$ cat src/rtl/pwm_seq_pkg.sv
// pwm_seq_pkg: shared types and default constants for the PWM sequencer.
//   ch_state_e        : per-channel sequencer state (IDLE, ARMED, RUN)
//   DEF_PERIOD_CYCLES : default frame length in clock cycles (20 ms @ 50 MHz)
//   DEF_IDLE_WIDTH    : default neutral pulse width in cycles (1.5 ms @ 50 MHz)
package pwm_seq_pkg;

  localparam int unsigned DEF_PERIOD_CYCLES = 1000000;
  localparam int unsigned DEF_IDLE_WIDTH    = 75000;

  typedef enum logic [1:0] {
    IDLE,
    ARMED,
    RUN
  } ch_state_e;

endpackage

$ cat src/rtl/pwm_seq_channel.sv
// pwm_seq_channel: one PWM channel. Holds the sequencer FSM, step index,
// remaining-frames counter, latched pulse width and the output compare.
//   i_clk, i_rst   : clock, asynchronous active-high reset
//   i_cnt          : shared frame counter
//   i_boundary     : frame counter is at 0 this cycle
//   i_trigger      : start request (level)
//   i_abort        : stop request (wins over trigger)
//   o_rd_addr      : profile table entry this channel wants to see
//   i_rd_width     : width field of that entry (already clipped)
//   i_rd_dur       : duration field of that entry, frames (0 = end marker)
//   o_signal       : registered PWM output
//   o_busy         : channel armed or running
//   o_done         : one-cycle pulse on completion or abort
module pwm_seq_channel
  import pwm_seq_pkg::*;
#(
  parameter int unsigned CNT_W      = 20,
  parameter int unsigned DUR_W      = 16,
  parameter int unsigned NUM_STEPS  = 4,
  parameter int unsigned ADDR_W     = 2,
  parameter int unsigned IDLE_WIDTH = DEF_IDLE_WIDTH
) (
  input  logic              i_clk,
  input  logic              i_rst,
  input  logic [CNT_W-1:0]  i_cnt,
  input  logic              i_boundary,
  input  logic              i_trigger,
  input  logic              i_abort,
  output logic [ADDR_W-1:0] o_rd_addr,
  input  logic [CNT_W-1:0]  i_rd_width,
  input  logic [DUR_W-1:0]  i_rd_dur,
  output logic              o_signal,
  output logic              o_busy,
  output logic              o_done
);

  localparam logic [CNT_W-1:0]  W_IDLE    = CNT_W'(IDLE_WIDTH);
  localparam logic [ADDR_W-1:0] LAST_STEP = ADDR_W'(NUM_STEPS - 1);

  ch_state_e         r_state, w_state_nxt;
  logic [ADDR_W-1:0] r_step, w_step_nxt;
  logic [DUR_W-1:0]  r_frames_left, w_frames_nxt;
  logic [CNT_W-1:0]  r_width, w_width_nxt;
  logic              r_signal, r_done, w_done_nxt;

  always_comb begin
    w_state_nxt  = r_state;
    w_step_nxt   = r_step;
    w_frames_nxt = r_frames_left;
    w_width_nxt  = r_width;
    w_done_nxt   = 1'b0;
    // ARMED always loads entry 0; RUN only ever needs the entry after the current one.
    o_rd_addr    = (r_state == RUN) ? r_step + 1'b1 : '0;

    if (r_state != IDLE && i_abort) begin
      // Width is held until the next boundary so the pulse in flight is not cut short.
      w_state_nxt = IDLE;
      w_done_nxt  = 1'b1;
      if (i_boundary) w_width_nxt = W_IDLE;
    end else begin
      unique case (r_state)
        IDLE: begin
          if (i_boundary) w_width_nxt = W_IDLE;
          if (i_trigger && !i_abort) w_state_nxt = ARMED;
        end
        ARMED: begin
          if (i_boundary) begin
            if (i_rd_dur == '0) begin
              w_state_nxt = IDLE;
              w_done_nxt  = 1'b1;
              w_width_nxt = W_IDLE;
            end else begin
              w_state_nxt  = RUN;
              w_step_nxt   = '0;
              w_width_nxt  = i_rd_width;
              w_frames_nxt = i_rd_dur;
            end
          end
        end
        RUN: begin
          if (i_boundary) begin
            if (r_frames_left != DUR_W'(1)) begin
              w_frames_nxt = r_frames_left - 1'b1;
            end else if (r_step == LAST_STEP || i_rd_dur == '0) begin
              w_state_nxt = IDLE;
              w_done_nxt  = 1'b1;
              w_width_nxt = W_IDLE;
            end else begin
              w_step_nxt   = r_step + 1'b1;
              w_width_nxt  = i_rd_width;
              w_frames_nxt = i_rd_dur;
            end
          end
        end
        default: w_state_nxt = IDLE;
      endcase
    end
  end

  always_ff @(posedge i_clk or posedge i_rst) begin
    if (i_rst) begin
      r_state       <= IDLE;
      r_step        <= '0;
      r_frames_left <= '0;
      r_width       <= W_IDLE;
      r_signal      <= 1'b0;
      r_done        <= 1'b0;
    end else begin
      r_state       <= w_state_nxt;
      r_step        <= w_step_nxt;
      r_frames_left <= w_frames_nxt;
      r_width       <= w_width_nxt;
      r_done        <= w_done_nxt;
      // Compare against the next width so a boundary-cycle reload applies to counter 0 itself.
      r_signal      <= (i_cnt < w_width_nxt);
    end
  end

  assign o_signal = r_signal;
  assign o_busy   = (r_state != IDLE);
  assign o_done   = r_done;

endmodule

$ cat src/rtl/pwm_sequencer.sv
// pwm_sequencer: multi-channel servo/ESC PWM generator playing a shared,
// writable speed profile per channel on trigger, neutral pulse otherwise.
//   clock, reset : system clock, asynchronous active-high reset
//   trigger      : per-channel start request
//   abort        : per-channel stop request
//   tbl_we       : profile table write strobe
//   tbl_addr     : table entry index
//   tbl_width    : entry pulse width in cycles (clipped to the frame length)
//   tbl_dur      : entry length in frames (0 = end-of-sequence)
//   signal       : PWM outputs
//   busy         : channel armed or running
//   done         : one-cycle completion/abort pulse
//   frame_start  : one-cycle pulse, aligned with the first cycle of each frame's output
module pwm_sequencer
  import pwm_seq_pkg::*;
#(
  parameter  int unsigned NUM_CH        = 2,
  parameter  int unsigned PERIOD_CYCLES = DEF_PERIOD_CYCLES,
  parameter  int unsigned IDLE_WIDTH    = DEF_IDLE_WIDTH,
  parameter  int unsigned NUM_STEPS     = 4,
  parameter  int unsigned DUR_W         = 16,
  localparam int unsigned CNT_W         = $clog2(PERIOD_CYCLES),
  localparam int unsigned ADDR_W        = $clog2(NUM_STEPS)
) (
  input  logic              clock,
  input  logic              reset,
  input  logic [NUM_CH-1:0] trigger,
  input  logic [NUM_CH-1:0] abort,
  input  logic              tbl_we,
  input  logic [ADDR_W-1:0] tbl_addr,
  input  logic [CNT_W-1:0]  tbl_width,
  input  logic [DUR_W-1:0]  tbl_dur,
  output logic [NUM_CH-1:0] signal,
  output logic [NUM_CH-1:0] busy,
  output logic [NUM_CH-1:0] done,
  output logic              frame_start
);

  localparam int unsigned     CNT_MAX  = (1 << CNT_W) - 1;
  localparam int unsigned     CLIP_INT = (PERIOD_CYCLES > CNT_MAX) ? CNT_MAX : PERIOD_CYCLES;
  localparam logic [CNT_W-1:0] W_CLIP   = CNT_W'(CLIP_INT);
  localparam logic [CNT_W-1:0] W_IDLE   = CNT_W'(IDLE_WIDTH);
  localparam logic [CNT_W-1:0] CNT_LAST = CNT_W'(PERIOD_CYCLES - 1);

  typedef struct packed {
    logic [CNT_W-1:0] width;
    logic [DUR_W-1:0] dur;
  } tbl_entry_t;

  logic [CNT_W-1:0]  r_cnt;
  logic              r_frame_start;
  logic              w_boundary;
  logic [CNT_W-1:0]  w_wr_width;
  tbl_entry_t        r_tbl [NUM_STEPS];
  logic [ADDR_W-1:0] w_rd_addr [NUM_CH];

  assign w_boundary = (r_cnt == '0);
  // A width at or above the frame length means 100 % duty.
  assign w_wr_width = (tbl_width > W_CLIP) ? W_CLIP : tbl_width;

  always_ff @(posedge clock or posedge reset) begin
    if (reset) begin
      r_cnt         <= '0;
      r_frame_start <= 1'b0;
    end else begin
      r_frame_start <= w_boundary;
      r_cnt         <= (r_cnt == CNT_LAST) ? '0 : r_cnt + 1'b1;
    end
  end

  always_ff @(posedge clock or posedge reset) begin
    if (reset) begin
      for (int unsigned i = 0; i < NUM_STEPS; i++) begin
        r_tbl[i] <= '{width: W_IDLE, dur: '0};
      end
    end else if (tbl_we) begin
      r_tbl[tbl_addr] <= '{width: w_wr_width, dur: tbl_dur};
    end
  end

  assign frame_start = r_frame_start;

  for (genvar g = 0; g < NUM_CH; g++) begin : g_ch
    tbl_entry_t w_entry;
    assign w_entry = r_tbl[w_rd_addr[g]];

    pwm_seq_channel #(
      .CNT_W      (CNT_W),
      .DUR_W      (DUR_W),
      .NUM_STEPS  (NUM_STEPS),
      .ADDR_W     (ADDR_W),
      .IDLE_WIDTH (IDLE_WIDTH)
    ) u_ch (
      .i_clk      (clock),
      .i_rst      (reset),
      .i_cnt      (r_cnt),
      .i_boundary (w_boundary),
      .i_trigger  (trigger[g]),
      .i_abort    (abort[g]),
      .o_rd_addr  (w_rd_addr[g]),
      .i_rd_width (w_entry.width),
      .i_rd_dur   (w_entry.dur),
      .o_signal   (signal[g]),
      .o_busy     (busy[g]),
      .o_done     (done[g])
    );
  end

endmodule
$ cat config.mk
export PLATFORM = sky130hd
export DESIGN_NAME = pwm_sequencer
export DESIGN_NICKNAME = d
export VERILOG_FILES = /design/src/rtl/pwm_seq_pkg.sv /design/src/rtl/pwm_seq_channel.sv /design/src/rtl/pwm_sequencer.sv
export SDC_FILE = /design/constraint.sdc
export NUM_CORES = 1
export LEC_CHECK = 0
export BUFFER_PORTS_ARGS = -buffer_cell sky130_fd_sc_hd__buf_2
export CAP_MARGIN = 10
export CORE_ASPECT_RATIO = 0.7
export CORE_MARGIN = 2
export CORE_UTILIZATION = 57
export DETAILED_ROUTE_END_ITERATION = 10
export PLACE_DENSITY = 0.75
export SETUP_SLACK_MARGIN = 0.02
export SLEW_MARGIN = 15
export SYNTH_ARGS = -nofsm -noshare
export SYNTH_HDL_FRONTEND = slang
export SYNTH_SLANG_ARGS = --single-unit
$ cat constraint.sdc
create_clock -name clock -period 6.6 [get_ports clock]
set_input_delay 0.33 -clock clock [delete_from_list [all_inputs] [get_ports clock]]
set_output_delay 0.33 -clock clock [all_outputs]
set_load 0.05 [all_outputs]
# == Word-level counts from Yosys, hierarchy flattened ==
# Cells that the tools add are included.
# op_classes
bitwise,5
addsub,5
mux,83
n_eq_ne,31
n_div,0
reduce_logical,24
multipliers,0
shifts,0
order_cmp,7
# ops
op,n
$mux 20,16
$mux 36,5
$mux 16,10
$bmux 36 s2,2
$bwmux 144,1
$pmux 20 s3,2
$demux 36 s2,1
$pmux 16 s2,2
$mux 2,26
$lt 20x20->1,2
$logic_not 16->1,2
$ne 16x1->1 const B,2
$sub 16x1->16 const B,2
$ne 3x3->1 const B,8
$add 20x1->20 const B,1
$eq 20x20->1 const B,1
$gt 20x20->1 const B,1
$logic_not 20->1,1
$ne 2x2->1 const B,10
$reduce_and 7->1,2
$mux 1,12
$pmux 2 s3,2
$reduce_and 6->1,2
$reduce_and 5->1,2
other kinds (16),40
# word_totals
latchBits,0
mem_bits_ro,0
ff_bits,249
output_inout_bits,7
inputBits,45
ramBits,0
memories,0

# == Logic depth before layout (Yosys ltp) ==
# depth
ltp_word,14
mapped_depth,21

# == By module ==
# A second synthesis with hierarchy kept.
# hier_totals
hier_cells,1492
area_unflattened_um2,14710.4
# by_module_without_submodules
mod,cells_per_inst,instances,area_per_inst_um2
pwm_sequencer,806,1,8314.2
pwm_seq_channel at g_ch[0].u_ch,347,1,3203.1
pwm_seq_channel at g_ch[1].u_ch,339,1,3193.1

# == Worst setup path before layout ==
# No wires, ideal clock.
# synth_timing
path_kind,register -> register
startpoint,register r_cnt[0]
endpoint,register g_ch[0].u_ch.r_signal
required_time_ns,6.480
slack_ns,2.670
t_arrival_ns,3.809
stages_incl_launch_ff,18
path_cell_list,dfrtp_1 > inv_1 > ha_1 > nor4b_1 > nand4_1 > or2_1 > clkbuf_1 > nor3_1 > o22ai_1 > or4_1 > buf_2 > a21oi_1 > o21a_1 > ha_1 > nand4_1 > or3_1 > o41a_1 > a31o_2
# synth_via
elab_chain_len,5
elab_cells_between_ends,7
# synth_rtl
item,line,rtl
"start, declared",pwm_sequencer.sv:50,logic [CNT_W-1:0] r_cnt;
"start signal, assigned",pwm_sequencer.sv:67,r_cnt <= (r_cnt == CNT_LAST) ? '0 : r_cnt + 1'b1;
$logic_not 20->1,pwm_sequencer.sv:57,assign w_boundary = (r_cnt == '0);
$mux 20 (on tied branches),--,
$pmux 20 s3,pwm_seq_channel.sv:61,unique case (r_state)
$mux 20,pwm_seq_channel.sv:55,if (r_state != IDLE && i_abort) begin
$lt 20x20->1 *,pwm_seq_channel.sv:115,r_signal <= (i_cnt < w_width_nxt);
"end signal, assigned",pwm_seq_channel.sv:115,
"end, declared",pwm_seq_channel.sv:44,"logic r_signal, r_done, w_done_nxt;"
# Mark *: on every way between the ends. The rest lies on a longest branch, timed or not.
# A chain may end at the register's enable or synchronous reset.

# == Worst setup path after layout ==
# layout_timing
startpoint,register g_ch[0].u_ch.r_step[0]
endpoint,register g_ch[0].u_ch.r_signal
# layout_via
elab_chain_len,14
elab_cells_between_ends,17
# layout_rtl
item,line,rtl
"start, declared",pwm_seq_channel.sv:41,"logic [ADDR_W-1:0] r_step, w_step_nxt;"
"start signal, assigned",pwm_seq_channel.sv:110,r_step <= w_step_nxt;
$add 2x1->2,pwm_seq_channel.sv:53,o_rd_addr = (r_state == RUN) ? r_step + 1'b1 : '0;
$mux 2,pwm_seq_channel.sv:53,
$not 2->3 (not written as such),pwm_sequencer.sv:85,assign w_entry = r_tbl[w_rd_addr[g]];
$bmux 36 s2,pwm_sequencer.sv:85,
$mux 36 (not written as such) (2 in a row),pwm_sequencer.sv:85,
$logic_not 16->1,"pwm_seq_channel.sv:68, pwm_seq_channel.sv:84",
$logic_or 1x1->1,pwm_seq_channel.sv:84,end else if (r_step == LAST_STEP || i_rd_dur == '0) begin
$mux 20,pwm_seq_channel.sv:84,
$mux 20,pwm_seq_channel.sv:82,if (r_frames_left != DUR_W'(1)) begin
$mux 20,pwm_seq_channel.sv:81,if (i_boundary) begin
$pmux 20 s3 *,pwm_seq_channel.sv:61,
$mux 20 *,pwm_seq_channel.sv:55,
via g_ch[0].u_ch.w_width_nxt[17],pwm_seq_channel.sv:43,"logic [CNT_W-1:0] r_width, w_width_nxt;"
$lt 20x20->1 *,pwm_seq_channel.sv:115,
# Mark *: on every way through the listed nets, which the timed path passes. The rest lies on a longest branch. The select of a mux whose other input is x is not followed.

==> results_dict.tcl <==
set metrics [dict create \
    outcome "finished, final reports clean" \
    power.switching_mw 1.75 \
    synth_cell_types 71 \
    synth-seq-cells 249 \
    setup_tns_ps 0 \
    p_clk_share_pct 31.6 \
    cts_resized 0 \
    first_pass_iters 6 \
    path_max_fanout 36 \
    layout-drive-gt1-share_pct 16.2 \
    drt_first_iter_violations 1717 \
    period_needed_ps 5400 \
    vias 13098 \
    dpl_cell_area_um2 15100 \
    drv_cap 0 \
    slew_headroom_pct 23.5 \
    grt_usage_pct 32.4 \
    fin_crit_sh_pct 81.9 \
    fin_ws_ps 1200 \
    clock_skew_ps 16.9 \
    n_fill_cell 2133 \
    clk_latency_ps 570 \
    crit_arrival_ps 5840 \
    critPathRequiredTime_ps 7040 \
    coreArea_um2 25400 \
    clockRootBuffer "clkbuf_16" \
    holdWs_ps 11.7 \
    path_class "flop to flop" \
    irDropWorstVdd_mv 0.223 \
    fin_area_um2 16000 \
    syn_to_final_growth_pct 9.08 \
    first_global_vias 11931 \
    hold_viol_final 0 \
    start_util_pct 57.5 \
    die_width_um 196 \
    power_frac_seq_pct 40.4 \
    cts_sinks 249 \
    postRouteAntennaNets 0 \
    yosysSeqAreaShare_pct 43.0 \
    cts_tree "built" \
    ctsHoldBuffers 3 \
    clk_pin_slew_ps 60 \
    num_rows 49 \
    worst_setup_path_start_kind "flop" \
    dpl_worst_slack_ps 1290 \
    synth_area_per_cell_um2 8.90 \
    io_buffers 51 \
    placed_cells 1941 \
    layout.cells.non_filler 1990 \
    grt_pass1_wl_um 68700 \
    routed_wl_um 44100 \
    dieArea_um2 27000 \
    ctsHtreeMaxLevel 1 \
    post_cts_buffers 0 \
    overflow 0 \
    synthArstFlopShare_pct 100 \
    drc 0 \
    layout_common_cells "nand2_1, dfrtp_1, o21ai_0" \
    utilization_pct 62.8 \
    power_frac_comb_pct 27.9 \
    finalSetupViolations 0 \
    power_density_nw_per_um2 301 \
    critPathCaptureType "flop" \
    hold_path.class "input pin to flop" \
    cts_buffer_depth 3 \
    fp.dieH_um 138 \
    nNetsFinal 1739 \
    synth_edf_count 0 \
    synth_area_um2 14600 \
    yosys_warnings 0 \
    tightest_slew_ps 1150 \
    synth_ff_type "dfrtp_1" \
    internal_power_mw 3.07 \
    synth_cells 1645 \
    rsz0062_at_grt "no" \
    numCtsBuffers 25 \
    routed_via_density 6.58 \
    final_common_cell "nand2_1" \
    place_congestion 0.983 \
    syn_nets 1744 \
    p_total_mw 4.81 \
    grt_max_degree 174 \
    antenna_found_initial 1 \
    leakage_nw 7.25 \
    fmax_ghz 0.185 \
    slew_viol_final 0 \
    swShare_pct 36.3 \
    detail_route.wl_per_cell_um 22.1 \
    top_level_ports 52 \
    dp_hpwl_um 31100 \
]
[routing by layer]
| layer | track usage, % | vias up | routed length, um |
|---|---|---|---|
| met5 | 1.76 | - | 64 |
| met4 | 5.38 | 2 | 595 |
| met3 | 11.5 | 66 | 6270 |
| met2 | 42.2 | 728 | 17100 |
| met1 | 51.5 | 6400 | 20000 |
| li1 | - | 5902 | - |
[cell usage after synthesis, drive strengths merged (27+ instances only)]
cell / number / area (um2)
nor3: 27 / 140
a31oi: 52 / 325
dfrtp: 201 / 5030
a211oi: 48 / 360
mux2: 82 / 923
o21ai: 133 / 666
nand3: 53 / 265
a21oi: 72 / 360
nand2: 321 / 1210
nor2: 63 / 236
a21o: 35 / 263
nor2b: 38 / 238
inv: 53 / 199
ha: 54 / 676
dfstp: 48 / 1260
clkbuf: 82 / 308
[sequential cells by signal (all words and copies together) (netlist names)]
register and flops:
frame_start 1, g_ch.u_ch.r_width 40, g_ch.u_ch.o_done 2, g_ch.u_ch.r_frames_left 32, g_ch.u_ch.r_state 4, g_ch.u_ch.r_step 4, g_ch.u_ch.o_signal 2, r_tbl 144
r_cnt 20
[critical path, cell delays in order, from the launching register on]
cell and delay (ps):
dfrtp_2 770, buf_4 490, inv_1 190, o21ai_0 440, a221oi_1 200, o2111ai_1 150, or2_2 230, nand2_1 100
nor4_2 830, a22o_1 270, inv_1 50, ha_1 300, nand4_1 120, or3_1 410, o21ai_0 180, o21ba_2 190
o41a_1 110, a31o_2 220
[area by class of cell]
class | count | area [um2] | share of cell area (%)
antenna | 1 | 2.50 | 0.0157
clock buffer | 35 | 723 | 4.53
clock inverter | 10 | 150 | 0.940
inverter | 53 | 203 | 1.27
multi-input combinational | 1235 | 7720 | 48.3
sequential | 249 | 6290 | 39.4
tap | 331 | 414 | 2.59
timing repair buffer | 76 | 463 | 2.90
[kinds of logic (layout without fill, tap and decap cells)]
group | count (synthesis) | count (layout) | share of synthesized area [%]
buffers and inverters | 161 | 174 | 4.48
XOR/XNOR | 18 | 18 | 1.08
other | 0 | 1 | 0
flip-flops | 249 | 249 | 43.0
AO/OA/AOI/OAI | 450 | 450 | 19.7
multiplexers | 108 | 108 | 8.08
adder cells (fa/ha/maj) | 54 | 54 | 4.61
AND/OR/NAND/NOR | 605 | 605 | 19.1
[final timing paths]
path,startpoint,to,slack [ps],cells after the start
worst max register to register,g_ch[0].u_ch.r_step[0],g_ch[0].u_ch.o_signal,1200,17
max in group asynchronous,reset,r_cnt[10],5030,4
min in group asynchronous,reset,r_tbl[15],100,3
worst min register to register,r_tbl[57],r_tbl[57],490,2
worst min-delay path,tbl_width[17],r_tbl[141],10,3
worst max-delay path,g_ch[0].u_ch.r_step[0],g_ch[0].u_ch.o_signal,1200,17
[power by group through the flow]
stage                     Combinational (mW)  Sequential [mW]  Clock (mW)
after floorplan                        0.941             1.86           0
after global placement                  1.26             1.95           0
after detailed placement                1.29             1.96           0
after CTS                               1.30             1.93        1.54
after global routing                    1.45             1.96        1.61
final                                   1.34             1.95        1.52
Note: power is estimated with default switching activity, not from simulation.
